<file path="config.mk">
export PLATFORM = sky130hd
export DESIGN_NAME = floor_dispatcher
export DESIGN_NICKNAME = d
export VERILOG_FILES = /design/src/rtl/floor_pkg.sv /design/src/rtl/floor_scan_sel.sv /design/src/rtl/floor_dispatcher.sv
export SDC_FILE = /design/constraint.sdc
export NUM_CORES = 1
export LEC_CHECK = 0
export CORE_ASPECT_RATIO = 1.1
export CORE_MARGIN = 5
export CORE_UTILIZATION = 35
export CTS_CLUSTER_SIZE = 25
export DETAILED_ROUTE_END_ITERATION = 7
export HOLD_SLACK_MARGIN = 0.12
export PLACE_DENSITY = 0.67
export SLEW_MARGIN = 20
export SYNTH_ARGS = -nofsm -noshare
export SYNTH_HDL_FRONTEND = slang
export SYNTH_SLANG_ARGS = --single-unit
</file>
<file path="constraint.sdc">
create_clock -name clk -period 4.9 [get_ports clk]
set_clock_uncertainty 0.15 [all_clocks]
set_input_delay 0.735 -clock clk [delete_from_list [all_inputs] [get_ports clk]]
set_output_delay 0.735 -clock clk [all_outputs]
set_load 0.005 [all_outputs]
</file>
<file path="src/rtl/floor_pkg.sv">
// floor_pkg: shared types for the elevator request dispatcher.
// Floor encoding, state enum and a one-hot helper.
package floor_pkg;

  localparam int NUM_FLOORS = 4;

  typedef logic [1:0] floor_t;

  typedef enum logic [1:0] {
    IDLE,
    MOVE,
    DWELL
  } state_t;

  function automatic logic [NUM_FLOORS-1:0] floor_onehot(
    input floor_t f
  );
    logic [NUM_FLOORS-1:0] oh;
    oh    = '0;
    oh[f] = 1'b1;
    return oh;
  endfunction

endpackage

</file>
<file path="src/rtl/floor_scan_sel.sv">
// floor_scan_sel: SCAN target picker, purely combinational.
// Nearest pending floor ahead; optional reversal when none ahead.
module floor_scan_sel
  import floor_pkg::*;
(
  input  logic [NUM_FLOORS-1:0] pending,
  input  floor_t                cf,
  input  logic                  dir_up,
  input  logic                  allow_rev,
  output logic                  valid,
  output floor_t                target,
  output logic                  new_dir_up
);

  logic   up_hit;
  logic   dn_hit;
  floor_t up_t;
  floor_t dn_t;

  // nearest pending floor strictly above and strictly below cf
  always_comb begin
    up_hit = 1'b0;
    up_t   = cf;
    dn_hit = 1'b0;
    dn_t   = cf;
    for (int i = NUM_FLOORS - 1; i >= 0; i--) begin
      if (i > int'(cf) && pending[i]) begin
        up_hit = 1'b1;
        up_t   = floor_t'(i);
      end
    end
    for (int i = 0; i < NUM_FLOORS; i++) begin
      if (i < int'(cf) && pending[i]) begin
        dn_hit = 1'b1;
        dn_t   = floor_t'(i);
      end
    end
  end

  // keep direction if anything lies ahead, else reverse if allowed
  always_comb begin
    valid      = 1'b0;
    target     = cf;
    new_dir_up = dir_up;
    if (dir_up ? up_hit : dn_hit) begin
      valid  = 1'b1;
      target = dir_up ? up_t : dn_t;
    end else if (allow_rev && (dir_up ? dn_hit : up_hit)) begin
      valid      = 1'b1;
      target     = dir_up ? dn_t : up_t;
      new_dir_up = ~dir_up;
    end
  end

endmodule

</file>
<file path="src/rtl/floor_dispatcher.sv">
// floor_dispatcher: latches call buttons, drives the elevator
// FSM target with SCAN ordering and times the door dwell.
module floor_dispatcher
  import floor_pkg::*;
#(
  parameter int DWELL_CYCLES = 4
) (
  input  logic                  clk,
  input  logic                  rst,
  input  logic [NUM_FLOORS-1:0] call_btn,
  input  floor_t                cf,
  output floor_t                floor,
  output logic [NUM_FLOORS-1:0] pending,
  output logic                  door_open,
  output logic                  dir_up,
  output logic                  busy
);

  localparam int CW = $clog2(DWELL_CYCLES + 1);
  localparam logic [CW-1:0] LAST = CW'(DWELL_CYCLES - 1);

  state_t                state;
  logic [CW-1:0]         cnt;
  logic [NUM_FLOORS-1:0] clear;
  logic                  sel_valid;
  floor_t                sel_target;
  logic                  sel_dir;
  logic                  arrived;
  logic                  retarget;

  assign arrived = (cf == floor);

  // reversal only on a fresh IDLE decision; MOVE just looks ahead
  floor_scan_sel u_sel (
    .pending    (pending),
    .cf         (cf),
    .dir_up     (dir_up),
    .allow_rev  (state == IDLE),
    .valid      (sel_valid),
    .target     (sel_target),
    .new_dir_up (sel_dir)
  );

  // a closer stop strictly before the current target
  assign retarget = sel_valid &&
                    (dir_up ? (sel_target < floor)
                            : (sel_target > floor));

  // floor being served on this edge; its button gets absorbed
  always_comb begin
    clear = '0;
    unique case (state)
      IDLE:    if (pending[cf]) clear = floor_onehot(cf);
      MOVE:    if (arrived) clear = floor_onehot(floor);
      DWELL:   clear = floor_onehot(cf);
      default: clear = '0;
    endcase
  end

  // request latch
  always_ff @(posedge clk) begin
    if (rst) begin
      pending <= '0;
    end else begin
      pending <= (pending | call_btn) & ~clear;
    end
  end

  // dispatch FSM with registered outputs
  always_ff @(posedge clk) begin
    if (rst) begin
      state     <= IDLE;
      floor     <= '0;
      door_open <= 1'b0;
      dir_up    <= 1'b1;
      busy      <= 1'b0;
      cnt       <= '0;
    end else begin
      unique case (state)
        IDLE: begin
          if (pending[cf]) begin
            state     <= DWELL;
            door_open <= 1'b1;
            busy      <= 1'b1;
            cnt       <= '0;
          end else if (sel_valid) begin
            state  <= MOVE;
            floor  <= sel_target;
            dir_up <= sel_dir;
            busy   <= 1'b1;
          end
        end
        MOVE: begin
          if (arrived) begin
            state     <= DWELL;
            door_open <= 1'b1;
            cnt       <= '0;
          end else if (retarget) begin
            floor <= sel_target;
          end
        end
        DWELL: begin
          if (cnt == LAST) begin
            state     <= IDLE;
            door_open <= 1'b0;
            busy      <= 1'b0;
            cnt       <= '0;
          end else begin
            cnt <= cnt + 1'b1;
          end
        end
        default: begin
          state     <= IDLE;
          door_open <= 1'b0;
          busy      <= 1'b0;
          cnt       <= '0;
        end
      endcase
    end
  end

endmodule

</file>
==> results.json <==
{
  "synthSimpleGateAreaFrac": 0.244,
  "io_pins": 17,
  "dp_hpwl_mm": 2.00,
  "max-cap-violations": 0,
  "synth.most_common_cell": "nor2_1",
  "cts_hold_buf": 0,
  "die_w_um": 63.1,
  "grt_pass1_wl_mm": 4.42,
  "syn_area_um2": 1090,
  "cts_tree": "done",
  "synth_top_area_cell": "dfxtp_1",
  "numCtsBuffers": 3,
  "ys_warn_count": 0,
  "start_util": 0.359,
  "drt_iter0_drc": 42,
  "peakVddDrop_mv": 0.310,
  "crit_path_max_fanout": 16,
  "min_period_ns": 3.69,
  "place_inst": 178,
  "ant_nets": 0,
  "synth.avg_cell_area_um2": 8.04,
  "fmax_mhz": 271,
  "ys_seq_elements": 14,
  "cts_resized": 0,
  "die_y_um": 68.4,
  "cp_data_arrival_time_ns": 3.75,
  "muxShareOfSynthArea": 0.0288,
  "maxSlewViolCount": 0,
  "cts.reportedPaths.clkPinSlew_ns": 0.08,
  "routed_via_density": 5.69,
  "row_count": 21,
  "drc_errors": 0,
  "num_vias": 1035,
  "ys.flop_type": "dfxtp_1",
  "power_density_nw_per_um2": 439,
  "post_drt_wl_per_cell_um": 14.6,
  "hold_viol_final": 0,
  "worstPathCellList": "clkdlybuf4s50_1, a211o_1, nand2_4, o211ai_4, a311oi_2, ha_1, nor2b_1, o2111a_1, o31ai_2, a21o_1, nand2_1, a21oi_2",
  "wirelength_mm": 2.65,
  "yosys.cell_types.count": 50,
  "htree_levels": 1,
  "synth_fp_nets": 146,
  "grt_pass1_vias": 1029,
  "fin_tns_setup_ns": 0,
  "critPathSlowestCell": "clkdlybuf4s50_1",
  "stdcell_count": 182,
  "clockBufferDepth": 2,
  "outcome": "complete, no violations",
  "area_delta_synth_final_pct": 16.7,
  "die-area_um2": 4320,
  "n_fill_cell": 320,
  "grt_usage": 0.127,
  "rsz0062_at_grt": "false",
  "core_um2": 3020,
  "synth_commonest_cells": "nor2_1, dfxtp_1, a21oi_1",
  "critPathMaxStageDelay_ns": 0.73,
  "grt_antenna_before_repair": 0,
  "setup_ws_ns": 1.21,
  "synthAdderAreaFrac": 0.0346,
  "portBuffers": 16,
  "setup_viol": 0,
  "cp_num_buf_inv": 1,
  "n_antenna_cell": 0,
  "pre_cts_ws_ns": 0.933,
  "syn_inst": 135,
  "place.gp.congestion": 0.842,
  "synth-xor-area-share": 0.0161,
  "postCtsSetupBuffers": 0,
  "p_leak_nw": 0.502,
  "worst_pin_slew_ns": 0.626,
  "dr.pass1.iters": 4,
  "ys_seq_area_frac": 0.258,
  "nNetsFinal": 160,
  "synth_edf_count": 0,
  "maxSlewHeadroom": 0.578,
  "synth_top_family_by_area": "compound AO/OA/AOI/OAI gates",
  "required_ns": 4.96,
  "finalCritPeriodShare": 0.752,
  "min_path_type": "flip-flop to flip-flop",
  "clock-root-buffer": "clkbuf_4",
  "synth-compound-area-share": 0.338,
  "yosys-top-cells-area": "dfxtp_1, nor2_1, a21oi_1",
  "yosysTopAreaCellShare": 0.258,
  "path_class": "input port to flip-flop",
  "crit_family": "compound AO/OA/AOI/OAI gates",
  "insertion_delay_ns": 0.28,
  "drive_gt1_frac": 0.128,
  "clock-sinks": 14,
  "cp-start-kind": "input port",
  "overflow": 0,
  "synthArstFlopShare": 0,
  "grt_max_degree": 17,
  "endpoint_kind": "flip-flop"
}
## sequential cells by signal (all words and copies together) (netlist names)
register and cells:
pending 4, door_open 1, state 2, floor 2, dir_up 1, cnt 3
busy 1
## final timing paths
kind / slack, ns / depth (start not counted) / end / from
worst max-delay path: 1.21 / 12 / floor[1] / cf[0]
worst min-delay path: 0.33 / 1 / cnt[2] / cnt[2]
worst max register to register: 2.00 / 11 / floor[1] / pending[2]
worst min register to register: 0.33 / 1 / cnt[2] / cnt[2]
## per-layer routing
metal	GRT usage	routed length (µm)	up-vias
li1	-	-	508
met1	0.137	1120	502
met2	0.236	1350	23
met3	0.0476	178	2
met4	0.0292	9	0
met5	0	0	-
## report_power, final
group	internal [mW]	total, mW	switching [mW]
clock	0.0452	0.0847	0.0395
sequential	0.139	0.188	0.0489
combinational	0.136	0.283	0.147
total	0.321	0.556	0.235
## logic make-up after synthesis
group,Yosys count
flops,14
buf+inv,15
fa+ha+maj,3
simple gates,50
xor+xnor,2
mux,3
compound gates,48
## final cells by class
class	instances	area, µm²	area share
Clock buffer	4	36.3	0.0286
Timing Repair Buffer	16	160	0.126
Sequential cell	14	280	0.221
Tap cell	34	42.5	0.0336
Inverter	8	30.0	0.0237
Multi-Input combinational cell	106	718	0.567
## worst reg2reg max path, stage by stage, from the launching register on
cell and delay [ns]:
dfxtp_1 0.53, nor2_1 0.13, nor2_1 0.27, o211ai_4 0.10, a311oi_2 0.34, ha_1 0.31
nor2b_1 0.17, o2111a_1 0.25, o31ai_2 0.25, a21o_1 0.13, nand2_1 0.07, a21oi_2 0.13
## cells in the final DEF (no fill, tap or decap), types with 2 or more instances in the layout
cell	instances
mux2i_1	2
a211oi_1	4
nand2_1	11
clkdlybuf4s50_1	16
a311oi_1	2
a21o_1	5
nor2b_1	4
nand3_1	3
a21oi_1	13
xnor2_1	2
nand2b_1	3
ha_1	3
o21ai_1	2
nor2_1	18
o31ai_1	2
clkbuf_4	3
dfxtp_1	14
o21ai_0	3
a21oi_2	2
inv_1	7
## stage by stage
stage          cell area [µm²]  total power, mW   util  hold WS [ns]
6_report                  1270            0.556  0.419         0.328
5_1_grt                   1270            0.605  0.419         0.355
4_1_cts                   1270            0.560  0.419         0.328
3_5_place_dp              1230            0.473  0.407         0.316
3_3_place_gp              1230            0.462  0.407         0.309
2_1_floorplan             1090            0.393      -         0.301
No activity file was read; power rests on OpenSTA's default activity.
